--- src/rtl/rst_seq_ctrl.sv ---
// Activity watchdog and mapper-reset request sequencer.
// Watches CH asynchronous activity inputs, flags each channel idle after a quiet period, and
// once every enabled channel is idle walks RUN -> DELAY -> REQ, holding rst_req until the
// acknowledge arrives, then waits in ACKED for activity to resume.
module rst_seq_ctrl #(
    parameter int unsigned CH     = 2,
    parameter int unsigned IDLE_W = 7,
    parameter int unsigned DLY_W  = 26,
    parameter int unsigned CNT_W  = 8
) (
    input  logic             clk,
    input  logic             rst,
    input  logic [CH-1:0]    act_in,
    input  logic [CH-1:0]    ch_en,
    input  logic             dly_en,
    input  logic             rst_ack,
    output logic [CH-1:0]    idle,
    output logic             sys_rst,
    output logic             rst_req,
    output logic [1:0]       state,
    output logic [CNT_W-1:0] rst_cnt
);

    typedef enum logic [1:0] {
        StRun   = 2'd0,
        StDelay = 2'd1,
        StReq   = 2'd2,
        StAcked = 2'd3
    } state_e;

    logic [CH-1:0]     s0_q, s1_q, s2_q;
    logic [CH-1:0]     act_edge;
    logic [IDLE_W-1:0] ctr_q [CH];
    logic [IDLE_W-1:0] ctr_d [CH];
    logic              ack_q;
    state_e            state_q, state_d;
    logic [DLY_W-1:0]  dly_q, dly_d;
    logic [CNT_W-1:0]  cnt_q, cnt_d;

    // Synchronise the activity inputs and the acknowledge; s0 is the metastability stage.
    always_ff @(posedge clk) begin
        if (rst) begin
            s0_q  <= '0;
            s1_q  <= '0;
            s2_q  <= '0;
            ack_q <= 1'b0;
        end else begin
            s0_q  <= act_in;
            s1_q  <= s0_q;
            s2_q  <= s1_q;
            ack_q <= rst_ack;
        end
    end

    assign act_edge = s1_q ^ s2_q;

    // Idle counters: clear on edge, count up until the top bit sets, then hold.
    always_comb begin
        idle = '0;
        for (int unsigned i = 0; i < CH; i++) begin
            ctr_d[i] = ctr_q[i];
            if (act_edge[i]) begin
                ctr_d[i] = '0;
            end else if (!ctr_q[i][IDLE_W-1]) begin
                ctr_d[i] = ctr_q[i] + IDLE_W'(1);
            end
            idle[i] = ctr_q[i][IDLE_W-1];
        end
    end

    // Idle counter registers.
    always_ff @(posedge clk) begin
        for (int unsigned i = 0; i < CH; i++) begin
            if (rst) begin
                ctr_q[i] <= '0;
            end else begin
                ctr_q[i] <= ctr_d[i];
            end
        end
    end

    // Disabled channels count as idle, but with nothing enabled there is nothing to watch.
    assign sys_rst = (|ch_en) & (&(idle | ~ch_en));

    // Sequencer next state, delay counter and saturating request counter.
    always_comb begin
        state_d = state_q;
        dly_d   = dly_q;
        cnt_d   = cnt_q;
        unique case (state_q)
            StRun: begin
                if (sys_rst) begin
                    state_d = StDelay;
                    dly_d   = '0;
                end
            end
            StDelay: begin
                if (!sys_rst) begin
                    state_d = StRun;
                end else if (!dly_en || (dly_q[DLY_W-1 -: 2] == 2'b11)) begin
                    state_d = StReq;
                    if (cnt_q != '1) begin
                        cnt_d = cnt_q + CNT_W'(1);
                    end
                end else begin
                    dly_d = dly_q + DLY_W'(1);
                end
            end
            StReq: begin
                // Only the acknowledge leaves REQ; resumed activity does not cancel it.
                if (ack_q) begin
                    state_d = StAcked;
                end
            end
            StAcked: begin
                if (!sys_rst) begin
                    state_d = StRun;
                end
            end
        endcase
    end

    // Sequencer registers.
    always_ff @(posedge clk) begin
        if (rst) begin
            state_q <= StRun;
            dly_q   <= '0;
            cnt_q   <= '0;
        end else begin
            state_q <= state_d;
            dly_q   <= dly_d;
            cnt_q   <= cnt_d;
        end
    end

    assign rst_req = (state_q == StReq);
    assign state   = state_q;
    assign rst_cnt = cnt_q;

endmodule

--- config.mk ---
export PLATFORM = sky130hd
export DESIGN_NAME = rst_seq_ctrl
export DESIGN_NICKNAME = d
export VERILOG_FILES = /design/src/rtl/rst_seq_ctrl.sv
export SDC_FILE = /design/constraint.sdc
export NUM_CORES = 1
export LEC_CHECK = 0
export CORE_MARGIN = 2
export CORE_UTILIZATION = 45
export DETAILED_ROUTE_END_ITERATION = 8
export GPL_ROUTABILITY_DRIVEN = 0
export SLEW_MARGIN = 10
export SYNTH_ARGS = -nofsm -noshare
export SYNTH_HDL_FRONTEND = slang
export SYNTH_SLANG_ARGS = --single-unit
--- constraint.sdc ---
create_clock -name clk -period 4.15 [get_ports clk]
set_input_delay 0.415 -clock clk [delete_from_list [all_inputs] [get_ports clk]]
set_output_delay 0.415 -clock clk [all_outputs]
set_load 0.02 [all_outputs]
### Yosys cells after proc, flatten, opt, wreduce, memory -nomap -nowiden

Memories as Yosys holds them, arrays and structs flattened.
Index checks and enable logic that the tools add are counted.

* memory bits (writable): 14
* memories kept: 1
* input port bits: 8
* register bits after elaboration: 43

* $add $sub $neg: 4
* reduce and logical (&&, ||, !) cells: 9
* bitwise gates (word level): 6
* muxes and demuxes: 19
* eq/ne operators: 11

Memory list
* ctr_q: depth 2, bits a word 7, rd ports 2, clocked after Yosys merged registers in 0, write ports 2, line 33 `logic [IDLE_W-1:0] ctr_q [CH];`

Operators with widths (number)
* 26-bit two-way mux: 3
* 26-bit one-hot mux with 2 select lines: 1
* 7-bit two-way mux: 6
* 26-bit by 1-bit adder with 26-bit output (second input constant): 1
* 7-bit by 1-bit adder with 7-bit output (second input constant): 2
* 4-bit AND reduction: 3
* 2-bit two-way mux: 5
* 8-bit by 1-bit adder with 8-bit output (second input constant): 1
* 2-bit != test (second input constant): 4
* 8-bit != test (second input constant): 1
* 2-bit one-hot mux with 4 select lines: 1
* 2-bit equality test (second input constant): 3
* 1-bit two-way mux: 3
* 3-bit != test (second input constant): 1
* 2-bit by 1-bit equality test with 1-bit output (second input constant): 1
* 2-bit logical NOT: 1
* 2-bit by 1-bit != test with 1-bit output (second input constant): 1
* 2-bit NOT: 1
* 1-bit OR: 2
* 2-bit OR: 1
* 2-bit AND reduction: 1
* 2-bit nonzero test: 1
* 2-bit OR reduction: 1
* 2-bit XOR: 1
* 3 further kinds: 3

### Depth between registers and ports, before layout

* depth in word-level cells: 6
* depth in mapped cells: 7

### Worst setup path after synthesis

No wires, ideal clock.

* path kind: reg2reg
* start point: reg state_q[0] (netlist: state[0])
* end point: reg cnt_q[7] (netlist: rst_cnt[7])
* setup time: 0.071 ns
* clock period less this slack: 1.743 ns
* cell stages (with the launch flop): 6
* path slack: 2.407 ns
* data arrival time: 1.673 ns
* buffers on the path: 0
* path through: dfxtp_1 > nand2b_1 > and2b_1 > nand3_2 > or4_1 > a21oi_1

* longest elaborated chain between the ends: 2

Ends and longest elaborated chain
* start: declaration: line 36 `state_e state_q, state_d;`
* start signal: assignment: line 126 `state_q <= StRun;`
* start signal: assignment: line 130 `state_q <= state_d;`
* 2-bit by 1-bit equality test with 1-bit output: line 90 `unique case (state_q)`
* 4-bit AND reduction (no line)
* end signal: assignment: line 132 `cnt_q <= cnt_d;`
* end: declaration: line 38 `logic [CNT_W-1:0] cnt_q, cnt_d;`

No other way between the ends.
A chain may end at the register's enable or synchronous reset.

### Worst setup path after layout

* start point: in ch_en[0]
* end point: out sys_rst

* longest elaborated chain between the ends: 4
* elaborated cells between the ends (all ways): 5

Ends and longest elaborated chain
* start: declaration: line 14 `input logic [CH-1:0] ch_en,`
* 2-bit NOT: line 83 `assign sys_rst = (|ch_en) & (&(idle | ~ch_en));`
* 2-bit OR: line 83
* 2-bit AND reduction: line 83
* 1-bit AND *: line 83
* end: declaration: line 18 `output logic sys_rst,`

Mark *: on every way between the ends. The rest lies on a longest branch, timed or not.

==> impl_metrics.json <==
{
  "grt_pass1_vias": 1956,
  "tns_ps": 0,
  "dp_cells": 378,
  "critPathCaptureType": "primary output",
  "insertedDiodeCount": 0,
  "final_hold_viol_count": 0,
  "status": "complete, no violations",
  "rsz0062_at_grt": "no",
  "yosysTopAreaCell": "dfxtp_1",
  "start_kind": "input port",
  "fp.dieW_um": 79.33,
  "fin_cells": 394,
  "synthFlopType": "dfxtp_1",
  "yosysTopAreaCellShare_pct": 44.68,
  "power_density_nw_per_um2": 373.1,
  "synth_area_leaders": "dfxtp_1 45%, nor2_1 5.1%, xor2_1 5.1%",
  "htreeDepth": 3,
  "seq_power_share_pct": 50.3,
  "finalCriticalPeriod_ps": 2768,
  "yosysSeqAreaShare_pct": 44.68,
  "min_path_cells": 1,
  "ys_types": 38,
  "ys_warn_count": 0,
  "fp.dieArea_um2": 6293,
  "slowest_delay_ps": 740,
  "reg2reg_from": "ctr_q[0][6]",
  "cp_data_required_time_ps": 3730,
  "clkLatencyLatePin_ps": 330,
  "antenna_found_initial": 0,
  "r2r-end": "rst_cnt[7]",
  "cts_buffer_depth": 2,
  "drive_above_1_share_pct": 6.211,
  "ys_seq_elements": 57,
  "worstMarginPinSlew_ps": 786.2,
  "wire_per_inst_um": 12.36,
  "finClkSkew_ps": 9.091,
  "rr_worst_depth": 6,
  "swShare_pct": 22.12,
  "worst_slack_ps": 1382,
  "core_um2": 5507,
  "grt_pass1_wl_um": 8597,
  "syn_area_per_cell_um2": 8.686,
  "post_cts.repair.setup_buffers": 0,
  "fin_nets": 330,
  "hp-class": "reg -> reg",
  "core.rowCount": 27,
  "clk_pin_slew_ps": 60,
  "grt_usage_pct": 17.49,
  "dr.pass1.iters": 4,
  "cts_buffers": 9,
  "fmaxAchievable_mhz": 361.3,
  "synth_nets": 307,
  "hp-start": "s0_q[0]",
  "placed_cell_area_um2": 2813,
  "crit_top_cell": "clkdlybuf4s50_1",
  "grt_max_degree": 24,
  "peakVddDrop_uv": 257.4,
  "cp_max_fo": 18,
  "area_growth_pct": 17.54,
  "p_int_uw": 872.2,
  "mappedNetlistArea_um2": 2554,
  "slew_headroom_pct": 47.58,
  "grt.overflow.total": 0,
  "power_switching_uw": 247.7,
  "portBuffers": 21,
  "final-setup-viol-count": 0,
  "cp.arrival_ps": 2350,
  "ant_nets": 0,
  "drt_iter0_drc": 129,
  "synth-edff-count": 0,
  "p_leak_nw": 1.043,
  "period_share_pct": 66.69,
  "start_util_pct": 46.38,
  "cts_tree": "yes",
  "fin_area_um2": 3002,
  "critPathSlowestCell": "clkdlybuf4s50_1",
  "synth_common_cells": "57 x dfxtp_1, 35 x nor2_1, 19 x a21oi_1, 18 x nand4_1, 17 x nand2_1",
  "p_clk_share_pct": 44.7,
  "ctsResizeCount": 0,
  "synthCells": 294,
  "power_mw": 1.120,
  "critPathKind": "in -> out",
  "combPwrFrac_pct": 5.0,
  "io_pins": 22,
  "cts_sinks": 57,
  "routed_wl_um": 4871,
  "r2r_setup_slack_ps": 1810,
  "drc": 0,
  "vias_per_cell": 5.284,
  "hpwl_um": 3196,
  "ctsHoldBuffers": 0,
  "dp_slack_ps": 1374,
  "slew_viol_final": 0,
  "die_y_um": 79.33,
  "max-cap-violations": 0,
  "yosysMostFrequentCell": "dfxtp_1",
  "whs_ps": 442.0,
  "min_to": "s1_q[0]",
  "crit_chain": "clkdlybuf4s50_1 -> nor2b_1 -> nor3_4 -> clkdlybuf4s50_1",
  "cts_root_buffer": "clkbuf_8",
  "vias": 2082,
  "utilization_pct": 54.51,
  "async_flop_share_pct": 0
}
==> cell usage in the layout, fill, tap and decap left out, types with 3 or more instances in the layout <==
cell / instances
nand2b_1: 4
nand3_1: 14
nor2_1: 35
nor2b_1: 14
clkdlybuf4s50_1: 21
a21oi_1: 19
nor3_1: 4
or4_1: 4
or3_1: 14
nand2_1: 17
o31ai_1: 3
xnor2_1: 9
o21ai_0: 12
and3_1: 8
ha_1: 5
xor2_1: 15
nor4_1: 3
nand4_1: 18
inv_1: 8
clkbuf_1: 3
clkbuf_8: 10
dfxtp_1: 57
mux2i_1: 4
==> critical path: cells and delay by family <==
kind	cells	cell delay [ps]
buffers and inverters	2	1150
AND/OR/NAND/NOR	2	780
==> cell type report <==
cell class / instances / area [µm²]
Fill cell: 514 / 2505
Multi-Input combinational cell: 218 / 1326
Sequential cell: 57 / 1141
Timing Repair Buffer: 23 / 225.2
Clock buffer: 13 / 148.9
Tap cell: 72 / 90.09
Clock inverter: 3 / 40.04
Inverter: 8 / 30.03
==> worst max path at each step <==
stage / startpoint / to / slack [ps] / cells after the start
5_1_grt: ch_en[0] / sys_rst / 1280 / 4
6_report: ch_en[0] / sys_rst / 1380 / 4
4_1_cts: ch_en[0] / sys_rst / 1370 / 4
3_5_place_dp: ch_en[0] / sys_rst / 1370 / 4
2_1_floorplan: state[0] / rst_cnt[7] / 2410 / 5
3_3_place_gp: ch_en[0] / sys_rst / 1390 / 4
==> kinds of logic (layout without fill, tap and decap cells) <==
| group | after synthesis | in the layout | synth area share (%) |
|---|---|---|---|
| simple gates | 143 | 143 | 30.28 |
| fa+ha+maj | 5 | 5 | 2.450 |
| mux | 4 | 4 | 1.568 |
| flops | 57 | 57 | 44.68 |
| compound gates | 42 | 42 | 9.408 |
| buf+inv | 19 | 47 | 3.381 |
| xor+xnor | 24 | 24 | 8.232 |
==> flip-flops by register name (all words and copies together), names as in the netlist, named ones only <==
| register | count |
|---|---|
| s0_q | 2 |
| dly_q | 26 |
| s1_q | 2 |
| rst_cnt | 8 |
| state | 1 |
| ack_q | 1 |
| ctr_q | 14 |
| s2_q | 2 |
==> power by group through the flow <==
stage | clock network [mW] | registers, mW | logic [mW]
after floorplan | 0 | 0.575 | 0.0372
after global placement | 0 | 0.575 | 0.0563
after detailed placement | 0 | 0.575 | 0.0569
after CTS | 0.517 | 0.563 | 0.0572
after global routing | 0.548 | 0.564 | 0.0633
final | 0.501 | 0.563 | 0.0562
==> layer usage <==
layer  wire (µm)  global-route usage [%]
met1        2392                   21.02
met2        2218                   27.88
met3         181                   5.795
met4          79                   8.793
met5           0                       0
No activity file was read; power rests on OpenSTA's default activity.
